## src/rtl/regfile_wb_arbiter_if.sv

```systemverilog
// Writeback bus between the requesters, issue logic and the register-file write arbiter.
// The slave modport is the arbiter; the master modport is the requester/issue side.
interface regfile_wb_arbiter_if #(
  parameter int NUM_REQ = 3
);
  logic [NUM_REQ-1:0]    req_valid_i;
  logic [NUM_REQ-1:0]    req_ready_o;
  logic [NUM_REQ*5-1:0]  req_sel_i;
  logic [NUM_REQ*32-1:0] req_data_i;
  logic                  rf_hold_i;
  logic [31:0]           rf_in_o;
  logic [4:0]            rf_in_sel_o;
  logic                  rf_in_en_o;
  logic                  alloc_valid_i;
  logic [4:0]            alloc_sel_i;
  logic [31:0]           busy_o;

  modport slave (
    input  req_valid_i, req_sel_i, req_data_i, rf_hold_i, alloc_valid_i, alloc_sel_i,
    output req_ready_o, rf_in_o, rf_in_sel_o, rf_in_en_o, busy_o
  );

  modport master (
    output req_valid_i, req_sel_i, req_data_i, rf_hold_i, alloc_valid_i, alloc_sel_i,
    input  req_ready_o, rf_in_o, rf_in_sel_o, rf_in_en_o, busy_o
  );
endinterface

```

## src/rtl/regfile_wb_arbiter.sv

```systemverilog
// Round-robin arbiter sharing the register-file write port among NUM_REQ requesters.
// Define REGFILE_WB_ARB_SCOREBOARD_EN to track in-flight destination registers on busy_o.
module regfile_wb_arbiter #(
  parameter int NUM_REQ = 3
) (
  input  logic                clk,
  input  logic                reset_i,
  regfile_wb_arbiter_if.slave bus
);
  localparam int PW = $clog2(NUM_REQ);

  logic [PW-1:0]      r_rr_ptr;
  logic               r_out_valid;
  logic [4:0]         r_out_sel;
  logic [31:0]        r_out_data;

  logic [NUM_REQ-1:0] w_grant;
  logic [PW-1:0]      w_grant_idx;
  logic               w_grant_any;
  logic               w_accept_ok;
  logic               w_xfer;
  logic [PW-1:0]      w_next_ptr;
  logic               w_rf_en;
  logic [4:0]         w_sel  [NUM_REQ];
  logic [31:0]        w_data [NUM_REQ];

  generate
    for (genvar gi = 0; gi < NUM_REQ; gi++) begin : g_unpack
      assign w_sel[gi]  = bus.req_sel_i[5*gi +: 5];
      assign w_data[gi] = bus.req_data_i[32*gi +: 32];
    end
  endgenerate

  // Scan from the round-robin pointer upward, wrapping, and take the first valid requester.
  always_comb begin
    logic [PW:0] cand;
    w_grant     = '0;
    w_grant_idx = '0;
    w_grant_any = 1'b0;
    for (int k = 0; k < NUM_REQ; k++) begin
      cand = {1'b0, r_rr_ptr} + (PW+1)'(k);
      if (cand >= (PW+1)'(NUM_REQ)) begin
        cand = cand - (PW+1)'(NUM_REQ);
      end
      if (!w_grant_any && bus.req_valid_i[cand[PW-1:0]]) begin
        w_grant_any             = 1'b1;
        w_grant_idx             = cand[PW-1:0];
        w_grant[cand[PW-1:0]]   = 1'b1;
      end
    end
  end

  assign w_accept_ok     = ~bus.rf_hold_i & ~reset_i;
  assign bus.req_ready_o = w_grant & {NUM_REQ{w_accept_ok}};
  assign w_xfer          = w_grant_any & w_accept_ok;
  assign w_next_ptr      = (w_grant_idx == PW'(NUM_REQ - 1)) ? '0 : w_grant_idx + 1'b1;

  // While the port is held externally the out stage freezes, so nothing is lost or repeated.
  always_ff @(posedge clk or posedge reset_i) begin
    if (reset_i) begin
      r_rr_ptr    <= '0;
      r_out_valid <= 1'b0;
      r_out_sel   <= '0;
      r_out_data  <= '0;
    end else if (w_xfer) begin
      r_rr_ptr    <= w_next_ptr;
      r_out_sel   <= w_sel[w_grant_idx];
      r_out_data  <= w_data[w_grant_idx];
      r_out_valid <= (w_sel[w_grant_idx] != 5'd0);
    end else if (!bus.rf_hold_i) begin
      r_out_valid <= 1'b0;
    end
  end

  assign w_rf_en         = r_out_valid & ~bus.rf_hold_i;
  assign bus.rf_in_en_o  = w_rf_en;
  assign bus.rf_in_sel_o = r_out_sel;
  assign bus.rf_in_o     = r_out_data;

`ifdef REGFILE_WB_ARB_SCOREBOARD_EN
  logic [31:0] r_busy;
  logic [31:0] w_busy_next;

  // Set is applied after clear so a fresh allocation outranks the retiring write.
  always_comb begin
    w_busy_next = r_busy;
    if (w_rf_en) begin
      w_busy_next[r_out_sel] = 1'b0;
    end
    if (bus.alloc_valid_i && (bus.alloc_sel_i != 5'd0)) begin
      w_busy_next[bus.alloc_sel_i] = 1'b1;
    end
    w_busy_next[0] = 1'b0;
  end

  always_ff @(posedge clk or posedge reset_i) begin
    if (reset_i) begin
      r_busy <= '0;
    end else begin
      r_busy <= w_busy_next;
    end
  end

  assign bus.busy_o = r_busy;
`else
  logic w_alloc_unused;
  assign w_alloc_unused = ^{bus.alloc_valid_i, bus.alloc_sel_i};
  assign bus.busy_o     = 32'd0;
`endif

endmodule

```

## src/flat_wrapper.sv

```systemverilog
// flat-port wrapper written by rule: the top's interface ports become plain ports
module regfile_wb_arbiter_flat 
#(
  parameter int NUM_REQ = 3
)
  (clk, reset_i, bus_req_valid_i, bus_req_sel_i, bus_req_data_i, bus_rf_hold_i, bus_alloc_valid_i, bus_alloc_sel_i, bus_req_ready_o, bus_rf_in_o, bus_rf_in_sel_o, bus_rf_in_en_o, bus_busy_o);
  regfile_wb_arbiter_if #(.NUM_REQ(NUM_REQ)) bus_i ();
  input  logic clk;
  input  logic reset_i;
  input wire logic [$bits(bus_i.req_valid_i)-1:0] bus_req_valid_i;
  input wire logic [$bits(bus_i.req_sel_i)-1:0] bus_req_sel_i;
  input wire logic [$bits(bus_i.req_data_i)-1:0] bus_req_data_i;
  input wire logic [$bits(bus_i.rf_hold_i)-1:0] bus_rf_hold_i;
  input wire logic [$bits(bus_i.alloc_valid_i)-1:0] bus_alloc_valid_i;
  input wire logic [$bits(bus_i.alloc_sel_i)-1:0] bus_alloc_sel_i;
  output wire logic [$bits(bus_i.req_ready_o)-1:0] bus_req_ready_o;
  output wire logic [$bits(bus_i.rf_in_o)-1:0] bus_rf_in_o;
  output wire logic [$bits(bus_i.rf_in_sel_o)-1:0] bus_rf_in_sel_o;
  output wire logic [$bits(bus_i.rf_in_en_o)-1:0] bus_rf_in_en_o;
  output wire logic [$bits(bus_i.busy_o)-1:0] bus_busy_o;
  assign bus_i.req_valid_i = bus_req_valid_i;
  assign bus_i.req_sel_i = bus_req_sel_i;
  assign bus_i.req_data_i = bus_req_data_i;
  assign bus_i.rf_hold_i = bus_rf_hold_i;
  assign bus_i.alloc_valid_i = bus_alloc_valid_i;
  assign bus_i.alloc_sel_i = bus_alloc_sel_i;
  assign bus_req_ready_o = bus_i.req_ready_o;
  assign bus_rf_in_o = bus_i.rf_in_o;
  assign bus_rf_in_sel_o = bus_i.rf_in_sel_o;
  assign bus_rf_in_en_o = bus_i.rf_in_en_o;
  assign bus_busy_o = bus_i.busy_o;
  regfile_wb_arbiter #(.NUM_REQ(NUM_REQ)) u_core (.clk(clk), .reset_i(reset_i), .bus(bus_i));
endmodule
```

## config.mk

```make
export PLATFORM = sky130hd
export DESIGN_NAME = regfile_wb_arbiter_flat
export DESIGN_NICKNAME = d
export VERILOG_FILES = /design/src/rtl/regfile_wb_arbiter_if.sv /design/src/rtl/regfile_wb_arbiter.sv /design/src/flat_wrapper.sv
export SDC_FILE = /design/constraint.sdc
export NUM_CORES = 1
export LEC_CHECK = 0
export CAP_MARGIN = 20
export CELL_PAD_IN_SITES_DETAIL_PLACEMENT = 0
export CELL_PAD_IN_SITES_GLOBAL_PLACEMENT = 1
export CORE_MARGIN = 2
export CORE_UTILIZATION = 21
export DETAILED_ROUTE_END_ITERATION = 10
export GPL_TIMING_DRIVEN = 0
export PLACE_DENSITY = 0.81
export SLEW_MARGIN = 5
export SYNTH_ARGS = -nofsm -noshare
export SYNTH_HDL_FRONTEND = slang
export SYNTH_SLANG_ARGS = --single-unit
```

## constraint.sdc

```tcl
create_clock -name clk -period 2.9 [get_ports clk]
set_input_delay 0.725 -clock clk [delete_from_list [all_inputs] [get_ports clk]]
set_output_delay 0.725 -clock clk [all_outputs]
set_load 0.02 [all_outputs]
```

==> results of run 1 <==
-- kinds of logic after synthesis --
kind of cell	synth area share, %
adder cells (fa/ha/maj)	1.893
AO/OA/AOI/OAI	25.04
multiplexers	4.827
other	0.1418
buffers and inverters	13.54
flip-flops	37.86
AND/OR/NAND/NOR	16.71
-- per-layer routing --
metal,global-route usage (%),vias to the layer above,share of wire [%]
li1,-,1445,-
met1,17.45,1413,42
met2,26.86,118,50
met3,3.217,7,7.3
met4,2.381,0,0.53
met5,0,-,0
-- state kept, by name (all words and copies together) (netlist names) --
register                flops
u_core.r_out_valid          1
u_core.bus.rf_in_o         32
u_core.bus.rf_in_sel_o      5
u_core.r_rr_ptr             2
-- layout by cell type, fill, tap and decap left out, types with 3 or more instances in the layout --
cell,n
sky130_fd_sc_hd__clkbuf_16,5
sky130_fd_sc_hd__nand3_1,3
sky130_fd_sc_hd__clkdlybuf4s50_1,151
sky130_fd_sc_hd__buf_2,9
sky130_fd_sc_hd__clkbuf_4,3
sky130_fd_sc_hd__inv_2,4
sky130_fd_sc_hd__o21ai_1,3
sky130_fd_sc_hd__mux2_2,4
sky130_fd_sc_hd__a221o_1,32
sky130_fd_sc_hd__a21oi_1,33
sky130_fd_sc_hd__clkbuf_1,3
sky130_fd_sc_hd__clkbuf_2,3
sky130_fd_sc_hd__buf_4,47
sky130_fd_sc_hd__nor2_1,9
sky130_fd_sc_hd__o21ai_0,3
sky130_fd_sc_hd__dfrtp_1,39
sky130_fd_sc_hd__nor3_1,3
sky130_fd_sc_hd__nand3b_1,3
sky130_fd_sc_hd__nand2_1,80
sky130_fd_sc_hd__conb_1,32
sky130_fd_sc_hd__a31oi_1,3
-- area by class of cell --
class	count	area, um2	share of cell area (%)
buffer	51	349.1	7.148
clock buffer	5	125.1	2.562
clock inverter	3	42.54	0.8711
inverter	6	26.28	0.5380
multi-input combinational	240	1474	30.18
sequential	40	1002	20.52
tap	168	210.2	4.304
timing repair buffer	168	1654	33.87
-- cells in the mapped netlist, types with 4 or more instances --
library cell and n:
sky130_fd_sc_hd__clkbuf_1 6, sky130_fd_sc_hd__buf_2 13, sky130_fd_sc_hd__mux2_2 4, sky130_fd_sc_hd__ha_1 4
sky130_fd_sc_hd__nand2_1 81, sky130_fd_sc_hd__nor2_1 9, sky130_fd_sc_hd__nor3_1 4, sky130_fd_sc_hd__a221o_1 32
sky130_fd_sc_hd__inv_1 5, sky130_fd_sc_hd__dfrtp_1 40, sky130_fd_sc_hd__o21ai_1 5, sky130_fd_sc_hd__a21oi_1 34
sky130_fd_sc_hd__buf_4 33
-- what timing repair did --
item	4_1_cts	5_1_grt
setup buffers	4	6
gates resized for setup	33	16
setup endpoints to repair	39	35
cloned	0	0
pin swaps	0	5
-- power by group through the flow --
stage                     Combinational [uW]  Sequential [uW]  Clock (uW)
after floorplan                         1270             1240           0
after global placement                  2570              961           0
after detailed placement                2620              972           0
after CTS                               2760              969         667
after global routing                    3050             1010         690
final                                   2820              973         648
-- path summary, 6_finish.rpt --
kind	startpoint	slack (ns)	to	cells past startpoint
setup reg to reg	u_core.r_rr_ptr[1]	0.10	u_core.r_out_valid	10
setup / recovery	bus_req_valid_i[1]	0.03	bus_req_ready_o[2]	8
hold reg to reg	u_core.bus.rf_in_sel_o[4]	0.50	u_core.bus.rf_in_sel_o[4]	2
hold / removal	u_core.bus.rf_in_sel_o[4]	0.50	u_core.bus.rf_in_sel_o[4]	2
min in group asynchronous	reset_i	0.91	u_core.bus.rf_in_sel_o[1]	2
max in group asynchronous	reset_i	1.49	u_core.r_rr_ptr[0]	3
-- critical path: stages --
cell,delay (ns)
sky130_fd_sc_hd__dlygate4sd2_1,0.27
sky130_fd_sc_hd__mux2_4,0.30
sky130_fd_sc_hd__mux2i_4,0.16
sky130_fd_sc_hd__buf_4,0.15
sky130_fd_sc_hd__and2_4,0.16
sky130_fd_sc_hd__a221oi_2,0.06
sky130_fd_sc_hd__nor3_1,0.14
sky130_fd_sc_hd__buf_4,0.17
-- through the flow --
step	instances	util (%)	hold slack [ns]	setup TNS, ns	setup WS (ns)
2_1_floorplan	338	-	0.4503	0	0.04205
3_3_place_gp	663	37.35	0.4720	-17.91	-0.6961
3_5_place_dp	664	37.57	0.4816	-19.01	-0.7271
4_1_cts	675	39.60	0.4956	0	0.01142
5_1_grt	681	40.15	0.5209	-1.264	-0.1073
6_report	681	40.15	0.4960	0	0.03398
==> results.md, run 1 <==
Outcome:
- The flow ran to the end, and the final reports show no timing, DRC or antenna violations.

Setup path:
- STA puts the critical path data arrival time at 2.14 ns.
- The worst setup path is captured at an output pin.
- The category of the worst setup path launch point is a primary input.
- The data required time at the worst endpoint is between 2 and 2.5 ns.
- Of all nets on the critical path, the largest fanout is 4.
- The kind of critical path is in2out.

Logic synthesis:
- The proportion of netlist area held by the largest area contributor is 37.86%.
- The summed instance area of the synthesized netlist is 2644 um2.
- Of all cell types, the one taking the most synthesized area is sky130_fd_sc_hd__dfrtp_1.
- The cell count after synthesis came out at 307.
- The number of warning messages in the yosys log is 0.
- The number of enable-type register cells in the synthesized netlist is 0.
- The async set-or-reset flop fraction in the synthesized netlist is 100.0%.
- By area the synthesized netlist is led by sky130_fd_sc_hd__dfrtp_1 38%, sky130_fd_sc_hd__a221o_1 12%, sky130_fd_sc_hd__nand2_1 12%, sky130_fd_sc_hd__buf_4 9.4%, sky130_fd_sc_hd__a21oi_1 6.4%.
- In this run, synthesis produced a sequential element count of 40.
- The synthesized area divided by synthesized cell count is 8.612 um2.
- The most used flip-flop cell after synthesis is sky130_fd_sc_hd__dfrtp_1.
- The count of different cell masters after synthesis is 36.
- The register area share after synthesis is 37.86%.

Clocking:
- The number of clock sinks is 40.
- The CTS buffer count is 5.
- The depth of the CTS H-tree is 2.
- The later pin in the worst-skew pair is clocked with a latency of 0.28 ns.
- The largest buffer count on any clock path is 2.
- Clock-pin slew was measured on the worst setup and hold paths at approximately 0.060 ns.
- The clock root buffer is sky130_fd_sc_hd__clkbuf_16.
- TritonCTS built the clock tree.
- In this run, post-CTS hold repair placed 0 buffers.

STA:
- The clock period minus worst slack is 2.866 ns.
- The highest clock rate is 348.9 MHz.
- The number of hold violations in the final report is 0.
- The worst-case headroom to the max-slew limit is between 60 and 70%.
- The count of pins over their slew limit came to 0.
- The number of setup violations in the final report is 0.
- At the pin with the least slew margin, the transition time is 0.5292 ns.
- The worst-case clock skew is 0.006709 ns.
- Setup repair after global routing could not meet its margin everywhere.
- The portion of the clock cycle consumed by the worst path in the final layout is 98.83%.

Flow run:
- The tool flagged a number of max-cap violations equal to 0.

Finish:
- The number of diodes added for antenna fixing is 0.
- The summed area of non-filler cells in the final layout is 4883 um2.
- The layout has 1225 filler cells.
- Cells with a size suffix above 1 make up 19.10% of the layout.
- At the end of the flow, the number of nets in the layout was 639.
- The area growth from synthesis to layout is 84.71%.

Place:
- The instance area after placement is 4569 um2.
- The count of buffers added on input and output ports is 157.
- The HPWL after detailed placement is 7.967 mm.
- The weighted congestion reported at the end of routability-driven placement is 0.7998.

Floorplanning:
- The die boundary width is 116.2 um.
- The initial core utilization is a little over a fifth.
- After floorplanning, the core was divided into 40 placement rows.
- The die footprint is 13500 um2.
- The core region is about 12000 um2.
- The floorplan step set the die height to 116.2 um.
- In this run the count of I/O pins placed on the die edge is around 200.

GRT:
- The initial antenna violation count is 0.
- Entering global routing, the biggest net connects 22 pins.
- The global route total overflow is 0.
- The number of global-route vias before repair is 3112.
- The first global-routing pass estimated 15.48 mm of wire.
- The global-route usage over all layers is 14.50%.

Pwr:
- The worst ir drop on vdd is 0.0003354 V.
- Of the total power, the clock network draws 14.6%.
- Of the total power, registers draw 21.9%.
- The proportion of total power due to net switching is 41.91%.
- Summed over all cells, the static leakage comes to 0.002159 uW.
- The total power is between 4000 and 5000 uW.
- Internal power comes to approximately 2600 uW.
- The power density over the cells is 909.1 nW/um2.
- The analysis attributes to net switching a power of 1860 uW.
- Of the total power, combinational logic draws between 60% and 70%.

Worst hold path:
- The type of the most critical hold path is reg2reg.

Route:
- The total via count after detailed routing is 2983.
- The number of remaining DRC errors is 0.
- After detailed routing, the average wire length per cell comes to 15.05 um.
- The number of vias per cell is 4.380.
- The remaining number of nets flagged by the antenna check after routing is 0.
- Summed over all layers, the routed wires come to 10.25 mm.
- The first TritonRoute pass finished after 4 iterations.
- The first routing iteration left ~120 violations.
Power figures use the tool's default switching activity.
==> inputs of run 2 (changes only) <==
- CORE_UTILIZATION: 21 -> 22
- CTS_BUF_LIST: not set -> sky130_fd_sc_hd__clkbuf_8
- CTS_CLUSTER_DIAMETER: not set -> 200
- PLACE_DENSITY: 0.81 -> 0.84
==> run 2 against run 1 <==
Net effect:
- the flow now finishes with violations (setup timing)
- design area shrank 2.9%
- register-to-register slack lost 0.02 ns
- first-iteration DRC count grew 3.5%
- cell count shrank 3.4%
- largest cell class unchanged
- largest power group unchanged
- highest routed layer unchanged
==> results.md, run 2 (synthesis results as in run 1) <==
Finish:
- The final net count is 637 (-0.31%).
- The area of combinational cells with multiple inputs is 1460 um2 (-0.93%).
- Compared with the post-synthesis result, the final layout area differs by 79.37%.
- The number of fillers in the final layout is 1243 (+1.5%).
- The number of flip-flops under the largest register name was 32 (unchanged).
- The fraction of final layout cells with drive strength greater than 1 came to 18.20% (-0.90 points).
- The library cell used most frequently in the layout, excluding fill and tap cells, is sky130_fd_sc_hd__clkdlybuf4s50_1.
- The number of diodes added for antenna fixing is 0 (unchanged).
- The share of the core filled with cells came to 39.98% (-0.18 points).
- In the layout the commonest cells are 151 x sky130_fd_sc_hd__clkdlybuf4s50_1, 81 x sky130_fd_sc_hd__nand2_1, 44 x sky130_fd_sc_hd__buf_4, 39 x sky130_fd_sc_hd__dfrtp_1, 34 x sky130_fd_sc_hd__a21oi_1.
- The footprint of the flip-flops and latches is 1002 um2 (unchanged).

STA:
- The highest clock rate is 344.4 MHz (-1.3%).
- The worst setup margin was -0.003950 ns (-0.03793 ns).
- The worst-case headroom to the max-slew limit came to 64.01% (-0.66 points).
- The transition time at the pin with the least slew margin is 0.5353 ns (+0.006107 ns).
- The number of hold violations in the final report is 0 (unchanged).
- The count of pins over their slew limit is 0 (unchanged).
- The clock period minus worst slack is 2.904 ns (+0.03793 ns).
- The portion of the clock cycle consumed by the worst path in the final layout is 100.1% (+1.3 points).
- Setup repair after global routing could not meet its margin everywhere.
- The number of setup violations in the final report was 1 (+1).
- The worst-case clock skew is 0.004933 ns (-0.001776 ns).

Flow run:
- The count of maximum capacitance violations is 0 (unchanged).

Setup path:
- STA classifies the critical path endpoint as an output pin.
- Among all stages on the critical path, the largest delay is contributed by sky130_fd_sc_hd__mux2_4.
- The data required time at the worst endpoint came to 2.17 ns (about the same).
- The arrival time at the worst endpoint is 2.18 ns (+0.04 ns).
- The delay contributed by the slowest stage of the critical path is 0.31 ns (about the same).
- The category of the worst setup path launch point is a primary input.
- The maximum fanout along the worst path came to 4 (unchanged).
- The signal on the critical path passes through dlygate4sd2_1 > mux2_4 > mux2i_4 > o2111a_4 > a221oi_2 > nor3_1 > buf_2.
- The number of buffers and inverters on the critical path is 2 (-1).
- The kind of critical path is in2out.
- The critical path's top delay family is multiplexers.

GRT:
- The global route total overflow came to 0 (unchanged).
- The initial antenna violation count is 0 (unchanged).
- The global-route usage over all layers is 14.72% (+0.22 points).
- The pin count of the biggest net entering global routing came to 24 (+9.1%).
- The global-route wire length before repair is 14.94 mm (-3.5%).
- The number of global-route vias before repair was 2954 (-5.1%).

Clocking:
- The depth of the CTS H-tree is 2 (unchanged).
- The CTS buffer count is 5 (unchanged).
- The largest buffer count on any clock path was 2 (unchanged).
- The number of clock sinks is 40 (unchanged).
- The clock root buffer is sky130_fd_sc_hd__clkbuf_8.
- The clock slew seen by the registers of the worst setup and hold paths was 0.08 ns (+0.02 ns).
- The clock latency on the worst-skew pair is 0.29 ns (about the same).
- TritonCTS built the clock tree.
- The count of hold buffers inserted by post-cts repair is 0 (unchanged).

Route:
- The number of vias per cell is 4.549 (+3.8%).
- The total wirelength of the detailed-routed design is 9.999 mm (-2.5%).
- The remaining number of nets flagged by the antenna check after routing was 0 (unchanged).
- The total via count after detailed routing came to 2993 (+0.34%).
- The first-pass iteration count of the detailed router is 4 (unchanged).
- The mean routed wirelength per cell is 15.20 um (+0.94%).
- The initial DRC count is 119 (+3.5%).
- The number of remaining DRC errors was 0 (unchanged).

Outcome:
- The flow ran to the end, but the final reports show violations.
- The checks that failed: setup timing.

Place:
- The detailed-placement wirelength estimate is 7.737 mm (-2.9%).
- The worst-case setup slack after placement is -0.7225 ns (+0.004543 ns).
- The weighted congestion reported at the end of routability-driven placement is 0.8588 (+7.4%).
- The count of buffers from port buffering is 157 (unchanged).

Floorplanning:
- The die boundary width came to 113.6 um (-2.2%).
- The initial core utilization is 22.29% (+0.55 points).
- The number of rows in the core area is 40 (unchanged).
- The height of the die came to 113.6 um (-2.2%).
- The number of ports placed on the die boundary is 196 (unchanged).
- The core footprint is 11860 um2 (-2.5%).
- The die footprint is 12910 um2 (-4.4%).

Pwr:
- The power density over the cells is 872.1 nW/um2 (-4.1%).
- The total power is 4136 uW (-6.8%).
- The static power due to leakage is 0.002120 uW (-1.8%).
- The worst ir drop on vdd came to 0.0003316 V (-1.1%).

Worst hold path:
- The tightest min-delay check is of the reg2reg type.
-- run 2: cell type report --
| type | count | area share [%] |
|---|---|---|
| clock inverters | 2 | 0.1583 |
| flip-flops and latches | 40 | 21.13 |
| multi-input cells | 240 | 30.79 |
| clock buffers | 6 | 1.741 |
| inverters | 6 | 0.5541 |
| well taps | 147 | 3.879 |
| plain buffers | 51 | 7.256 |
| repair buffers | 166 | 34.49 |
-- run 2: through the flow --
| step | cells | TNS, ns | hold WS, ns | area [um2] |
|---|---|---|---|---|
| floorplan | 338 | 0 | 0.4503 | 2760 |
| global placement | 642 | -18.96 | 0.4715 | 4516 |
| detailed placement | 643 | -21.80 | 0.4771 | 4536 |
| CTS | 654 | 0 | 0.4973 | 4695 |
| global route | 658 | -2.860 | 0.5314 | 4742 |
| finish | 658 | -0.003950 | 0.4951 | 4742 |
-- run 2: what timing repair did --
| item | 4_1_cts | 5_1_grt |
|---|---|---|
| pin swaps | 0 | 3 |
| buffers inserted | 4 | 4 |
| endpoints found under the setup margin | 41 | 36 |
| resized for setup | 32 | 11 |
-- run 2: where the power goes --
part           total, uW  internal (uW)  switching, uW
clock network        393            188            206
registers            962            817            145
logic               2780           1330           1450
total               4140           2340           1800
-- run 2: worst reg2reg max path: cells and delay by family, from the launching register on --
family | cells | cell delay, ns
flip-flops | 1 | 0.39
multiplexers | 3 | 0.83
AND/OR/NAND/NOR | 1 | 0.09
buffers and inverters | 4 | 0.62
adder cells (fa/ha/maj) | 1 | 0.18
AO/OA/AOI/OAI | 3 | 0.60
-- run 2: layer usage --
metal  GRT usage (%)  up-vias  wire, um
met3           4.304       11       870
met2           26.91      148      4801
met4           2.683        0        99
li1                -     1432         -
met5               0        -         0
met1           17.25     1402      4228
-- run 2: path summary, 6_finish.rpt --
path | startpoint | to | slack (ns) | cells past startpoint
setup / recovery | bus_req_valid_i[0] | bus_req_ready_o[2] | -0.004 | 7
hold / removal | u_core.bus.rf_in_sel_o[1] | u_core.bus.rf_in_sel_o[1] | 0.50 | 2
setup reg to reg | u_core.r_rr_ptr[1] | u_core.bus.rf_in_o[9] | 0.08 | 12
hold reg to reg | u_core.bus.rf_in_sel_o[1] | u_core.bus.rf_in_sel_o[1] | 0.50 | 2
max in group asynchronous | reset_i | u_core.bus.rf_in_o[14] | 1.57 | 3
min in group asynchronous | reset_i | u_core.bus.rf_in_sel_o[4] | 0.84 | 2
